<file path="src/rtl/adder_tree_in_packer.sv">
// Serial-to-parallel input stage for the CSA adder tree.
// Collects I_DATA_N words into one frame (zero-padded when closed early by i_last)
// and presents it through a single output register with a valid/ready handshake.
module adder_tree_in_packer #(
   parameter int unsigned I_DATA_W = 3,
   parameter int unsigned I_DATA_N = 4,
   localparam int unsigned CNT_W = $clog2(I_DATA_N + 1)
) (
   input  logic                                 clk,
   input  logic                                 rst_n,
   input  logic                                 i_valid,
   input  logic [I_DATA_W-1:0]                  i_data,
   input  logic                                 i_last,
   output logic                                 o_ready,
   output logic                                 o_valid,
   output logic [0:I_DATA_N-1][I_DATA_W-1:0]    o_data,
   output logic [CNT_W-1:0]                     o_words,
   input  logic                                 i_ready
);

   logic [0:I_DATA_N-1][I_DATA_W-1:0] r_buf;
   logic [CNT_W-1:0]                  r_cnt;
   logic                              r_valid;
   logic [0:I_DATA_N-1][I_DATA_W-1:0] r_data;
   logic [CNT_W-1:0]                  r_words;

   logic                              w_accept;
   logic                              w_xfer;
   logic                              w_complete;
   logic                              w_last_slot;
   logic [0:I_DATA_N-1][I_DATA_W-1:0] w_frame;

   // Handshake decode; o_ready depends only on registered o_valid and i_ready.
   always_comb begin
      o_ready     = !r_valid || i_ready;
      w_accept    = i_valid && o_ready;
      w_xfer      = r_valid && i_ready;
      w_last_slot = (r_cnt == CNT_W'(I_DATA_N - 1));
      w_complete  = w_accept && (i_last || w_last_slot);
   end

   // Buffered slots below cnt, new word at cnt, zeros above. Also the next buffer image
   // for a non-completing accept, since slots above cnt are kept zero.
   always_comb begin
      w_frame = '0;
      for (int i = 0; i < int'(I_DATA_N); i++) begin
         if (i < int'(r_cnt)) begin
            w_frame[i] = r_buf[i];
         end else if (i == int'(r_cnt)) begin
            w_frame[i] = i_data;
         end
      end
   end

   // Collect buffer and word counter; cleared whenever a frame completes.
   always_ff @(posedge clk or negedge rst_n) begin
      if (!rst_n) begin
         r_buf <= '0;
         r_cnt <= '0;
      end else if (w_complete) begin
         r_buf <= '0;
         r_cnt <= '0;
      end else if (w_accept) begin
         r_buf <= w_frame;
         r_cnt <= r_cnt + CNT_W'(1);
      end
   end

   // Output register: a new frame wins over a same-cycle transfer, keeping o_valid high.
   always_ff @(posedge clk or negedge rst_n) begin
      if (!rst_n) begin
         r_valid <= 1'b0;
         r_data  <= '0;
         r_words <= '0;
      end else if (w_complete) begin
         r_valid <= 1'b1;
         r_data  <= w_frame;
         r_words <= r_cnt + CNT_W'(1);
      end else if (w_xfer) begin
         r_valid <= 1'b0;
      end
   end

   assign o_valid = r_valid;
   assign o_data  = r_data;
   assign o_words = r_words;

endmodule
</file>
<file path="config.mk">
export PLATFORM = sky130hd
export DESIGN_NAME = adder_tree_in_packer
export DESIGN_NICKNAME = d
export VERILOG_FILES = /design/src/rtl/adder_tree_in_packer.sv
export SDC_FILE = /design/constraint.sdc
export NUM_CORES = 1
export LEC_CHECK = 0
export BUFFER_PORTS_ARGS = -buffer_cell sky130_fd_sc_hd__buf_2
export CAP_MARGIN = 10
export CELL_PAD_IN_SITES_DETAIL_PLACEMENT = 1
export CELL_PAD_IN_SITES_GLOBAL_PLACEMENT = 1
export CORE_ASPECT_RATIO = 0.75
export CORE_MARGIN = 2
export CORE_UTILIZATION = 47
export CTS_BUF_LIST = sky130_fd_sc_hd__clkbuf_16
export CTS_CLUSTER_DIAMETER = 120
export DETAILED_ROUTE_END_ITERATION = 16
export PLACE_DENSITY = 0.87
export SLEW_MARGIN = 30
export SYNTH_ARGS = -nofsm -noshare
export SYNTH_HDL_FRONTEND = slang
export SYNTH_SLANG_ARGS = --single-unit
</file>
<file path="constraint.sdc">
create_clock -name clk -period 4.7 [get_ports clk]
set_input_delay 0.235 -clock clk [delete_from_list [all_inputs] [get_ports clk]]
set_output_delay 0.235 -clock clk [all_outputs]
set_load 0.03 [all_outputs]
</file>
* Word level (Yosys, flattened, before mapping)
Cells that the tools add are included.
** Storage, ports and cells
- Register bits :: 31
- Input port bits :: 8
** Operators by class
- Mux-type cells :: 14
- $add $sub $neg :: 1
- Reductions and logical operators :: 9
- Equality and inequality tests :: 4
- Magnitude comparators :: 4
** Operators by type and width (number)
- two-way mux 3 bit :: 10
- two-way mux 12 bit :: 2
- equality test 3 bit, first input constant :: 2
- < comparator 1 x 3 -> 1 bit, first input constant :: 2
- < comparator 2 x 3 -> 1 bit, first input constant :: 2
- nonzero test 2 bit :: 2
- adder 3 x 1 -> 3 bit, second input constant :: 1
- equality test 2 x 3 -> 1 bit, first input constant :: 1
- equality test 3 x 2 -> 1 bit, second input constant :: 1
- logical AND 1 bit :: 3
- zero test 3 bit :: 1
- logical OR 1 bit :: 2
- two-way mux 1 bit :: 2
- zero test 1 bit :: 1

* Logic depth before layout (Yosys ltp)
- Word-level depth :: 5
- Gate-level depth with buffers :: 6

* Worst setup path before layout
Ideal clock, no wire load.
- Path kind :: register to register
- From :: register r_valid, in the netlist o_valid
- To :: register r_buf[7] in the netlist's numbering
- Arrival :: 1.619 ns
- Setup slack :: 2.985 ns
- Path buffers :: 2
- Setup time :: 0.096 ns
- Cell stages (with the launch flop) :: 7
- Period minus slack after synthesis :: 1.715 ns
- Path through :: dfrtp_1 nor2b_4 buf_2 inv_1 nand2_1 buf_2 o31ai_1
** Between the ends
- Longest elaborated chain between the ends :: 5
- Elaborated cells on any way between the ends :: 6
- Classes of those cells :: 1 x mux; 5 x reduce/logical
** RTL lines
- from (decl) :: RTL line 23 : logic r_valid;
- from (signal assigned) :: RTL line 72 : r_valid <= 1'b0;
- from (signal assigned) :: RTL line 76 : r_valid <= 1'b1;
- from (signal assigned) :: RTL line 80 : r_valid <= 1'b0;
- zero test 1 bit (*) :: RTL line 35 : o_ready = !r_valid || i_ready;
- logical OR 1 bit (*) :: RTL line 35
- net o_ready :: RTL line 14 : output logic o_ready,
- logical AND 1 bit (*) :: RTL line 36 : w_accept = i_valid && o_ready;
- logical AND 1 bit :: RTL line 39 : w_complete = w_accept && (i_last || w_last_slot);
- two-way mux 12 bit / nonzero test 2 bit (equally long branches)
- to (signal assigned) :: RTL line 64 : r_buf <= w_frame;
- to (decl) :: RTL line 21 : logic [0:I_DATA_N-1][I_DATA_W-1:0] r_buf;
The timed path passes the listed nets; every way through them passes the cells marked *.
A chain may end at the register's enable or synchronous reset.

* Worst setup path after layout
- From :: register r_cnt[1]
- To :: register r_data (netlist bit o_data[9])
** Between the ends
- Longest elaborated chain between the ends :: 3
- Elaborated cells on any way between the ends :: 7
- Classes of those cells :: 1 x order compare; 1 x eq/ne; 2 x mux; 3 x reduce/logical
** RTL lines
- from (decl) :: RTL line 22 : logic [CNT_W-1:0] r_cnt;
- from (signal assigned) :: RTL line 65 : r_cnt <= r_cnt + CNT_W'(1);
- parallel branches: the longest is 3 deep, another holds < comparator 1 x 3 -> 1 bit
- to (signal assigned) :: RTL line 77 : r_data <= w_frame;
- to (decl) :: RTL line 24 : logic [0:I_DATA_N-1][I_DATA_W-1:0] r_data;
Several ways; the timed one is not identified.

==> flow_metrics.tcl <==
set metrics [dict create \
    irDropWorstVdd_v 0.000220 \
    finalHoldViolCount 0 \
    finalCriticalPeriod_ns 1.94 \
    holdBufCountCts 0 \
    path_cells "nand3b_4, a211oi_4, buf_8, mux2i_1" \
    synth_cells 133 \
    via_per_inst 5.82 \
    final_max_slew_viol_count 0 \
    finClkSkew_ns 0.00414 \
    num_vias 1153 \
    post-route-period-util 0.414 \
    post_cts_buffers 0 \
    placementRows 17 \
    synth_area_per_cell_um2 11.4 \
    rsz0062_at_grt "no" \
    insertion_delay_ns 0.27 \
    slowest_stage "dfrtp_1" \
    drt_first_iter_violations 34 \
    worst_pin_slew_ns 0.676 \
    slew-limit-headroom 0.549 \
    crit_required_ns 4.89 \
    cts_tree "done" \
    synth_top_area_frac 0.510 \
    die_h_um 53.3 \
    yosys.area.top_type "dfrtp_1" \
    gr-total-overflow 0 \
    die_w_um 69.7 \
    syn_to_final_growth_pct 18.6 \
    fmax_mhz 514 \
    cp-endpoint "o_data[9]" \
    startpoint "r_cnt[1]" \
    drive_gt1_frac 0.219 \
    cts_resized 0 \
    worst-path-max-fanout 14 \
    yosys.cell_count.top_type "dfrtp_1" \
    hp-class "in -> async" \
    final_antenna_net_count 0 \
    drt-total-wl_um 3740 \
    p_leak_nw 0.879 \
    cp-start-kind "register" \
    worstRegToRegCells 4 \
    dp_hpwl_um 2400 \
    first_pass_iters 4 \
    core_mm2 0.00302 \
    grt_pass1_wl_um 6330 \
    critPathTopFamily "flip-flops" \
    ys_seq_area_frac 0.510 \
    root_buffer "clkbuf_16" \
    ys_async_sr_fraction 1.00 \
    portBuffers 24 \
    r2r-start "r_cnt[1]" \
    dieArea_mm2 0.00371 \
    cts_max_level 2 \
    synth-seq-cells 31 \
    utilization 0.597 \
    remaining_drc_errors 0 \
    n_antenna_cell 0 \
    syn_nets 146 \
    power.density_mw_per_mm2 494 \
    crit_path_end_kind "register" \
    synth_common_cells "31 x dfrtp_1, 19 x inv_1, 16 x mux2i_1" \
    grt_pass1_vias 1293 \
    fillCellCount 321 \
    hold_slack_ns 0.000106 \
    antenna_found_initial 0 \
    fin_tns_setup_ns 0 \
    cts_buffers 5 \
    synth.distinct_cells 28 \
    start_util 0.503 \
    wl_per_cell_um 18.9 \
    max_stage_delay_ns 0.68 \
    arrival_ns 2.13 \
    rrSetupSlack_ns 2.76 \
    critPathKind "reg -> reg" \
    r2r-end "o_data[9]" \
    cts.clk_slew.worst_paths_ns 0.05 \
    critPathBufInv 1 \
    grt_max_degree 32 \
    cts_buffer_depth 2 \
    synth_ff_type "dfrtp_1" \
    maxCapViolCount 0 \
    yosys-top-cells-area "dfrtp_1 51%, mux2i_1 11%, inv_1 4.7%" \
    status "completed" \
    nNetsFinal 172 \
    synth_edf_count 0 \
    synth_area_mm2 0.00152 \
    ios 25 \
    globalplace.congestion 0.795 \
    yosysWarnings 0 \
    clock_sinks 31 \
    setup_viol 0 \
    crit_cells 4 \
    track_usage 0.232 \
]
[layer usage]
layer	routed length (µm)	part of all wire	up-vias	GRT usage
li1	-	-	523	-
met4	77	0.021	0	0.125
met5	0	0	-	0
met3	171	0.046	12	0.0629
met1	1700	0.46	582	0.286
met2	1790	0.48	36	0.380
[cells by family (layout without fill, tap and decap cells)]
family,count (synthesis),count (layout),share of synthesized area
AOI/OAI and AO/OA,41,41,0.198
DFF,31,31,0.510
buffers and inverters,25,52,0.0708
muxes,18,18,0.120
and+or+nand+nor,13,13,0.0601
adders and majority gates,5,5,0.0412
[worst reg2reg max path: cells and delay by family, from the launching register on]
kind                   cells  cell delay, ns
multiplexers               1            0.21
AND/OR/NAND/NOR            1            0.17
buffers and inverters      1            0.23
AO/OA/AOI/OAI              1            0.56
flip-flops                 1            0.68
[report_power, final]
group | switching (W) | total (W) | internal, W
combinational | 0.000159 | 0.000239 | 0.0000797
sequential | 0.0000413 | 0.000354 | 0.000312
clock | 0.000107 | 0.000297 | 0.000190
[worst min path at each step]
| stage | from | end | slack, ns | cells past startpoint |
|---|---|---|---|---|
| 6_report | rst_n | r_cnt[2] | 0.0001 | 1 |
| 5_1_grt | rst_n | r_cnt[2] | 0.07 | 1 |
| 4_1_cts | rst_n | r_buf[2] | 0.04 | 1 |
| 3_5_place_dp | rst_n | o_data[7] | 0.32 | 1 |
| 3_3_place_gp | rst_n | o_data[8] | 0.31 | 1 |
| 2_1_floorplan | rst_n | o_data[0] | -0.06 | 0 |
[sequential cells by signal (all words and copies together), names as in the netlist]
register  cells
o_data       12
o_valid       1
o_words       3
r_buf        12
r_cnt         3
[through the flow]
step | instance area (µm²) | instances | setup slack [ns] | total power (W)
floorplan | 1520 | 133 | 2.98 | 0.000518
detailed placement | 1650 | 189 | 2.44 | 0.000591
CTS | 1790 | 197 | 2.41 | 0.000892
global placement | 1650 | 189 | 2.51 | 0.000578
finish | 1800 | 198 | 2.76 | 0.000890
global route | 1800 | 198 | 2.62 | 0.000935
[layout by cell type (no fill, tap or decap), types with 5 or more instances in the layout]
master and instances:
a31oi_1 6, buf_2 24, clkbuf_16 5, dfrtp_1 31, ha_1 5, inv_1 20, mux2i_1 16, o21ai_0 9
o2bb2ai_1 7, o31ai_1 7
[area by class of cell]
cell class | instances | area, µm² | area share
Clock inverter | 3 | 11.3 | 0.00625
Clock buffer | 5 | 125 | 0.0694
Multi-Input combinational cell | 77 | 637 | 0.353
Tap cell | 38 | 47.5 | 0.0264
Timing Repair Buffer | 25 | 135 | 0.0749
Sequential cell | 31 | 776 | 0.430
Inverter | 19 | 71.3 | 0.0396
Power figures use the tool's default switching activity.
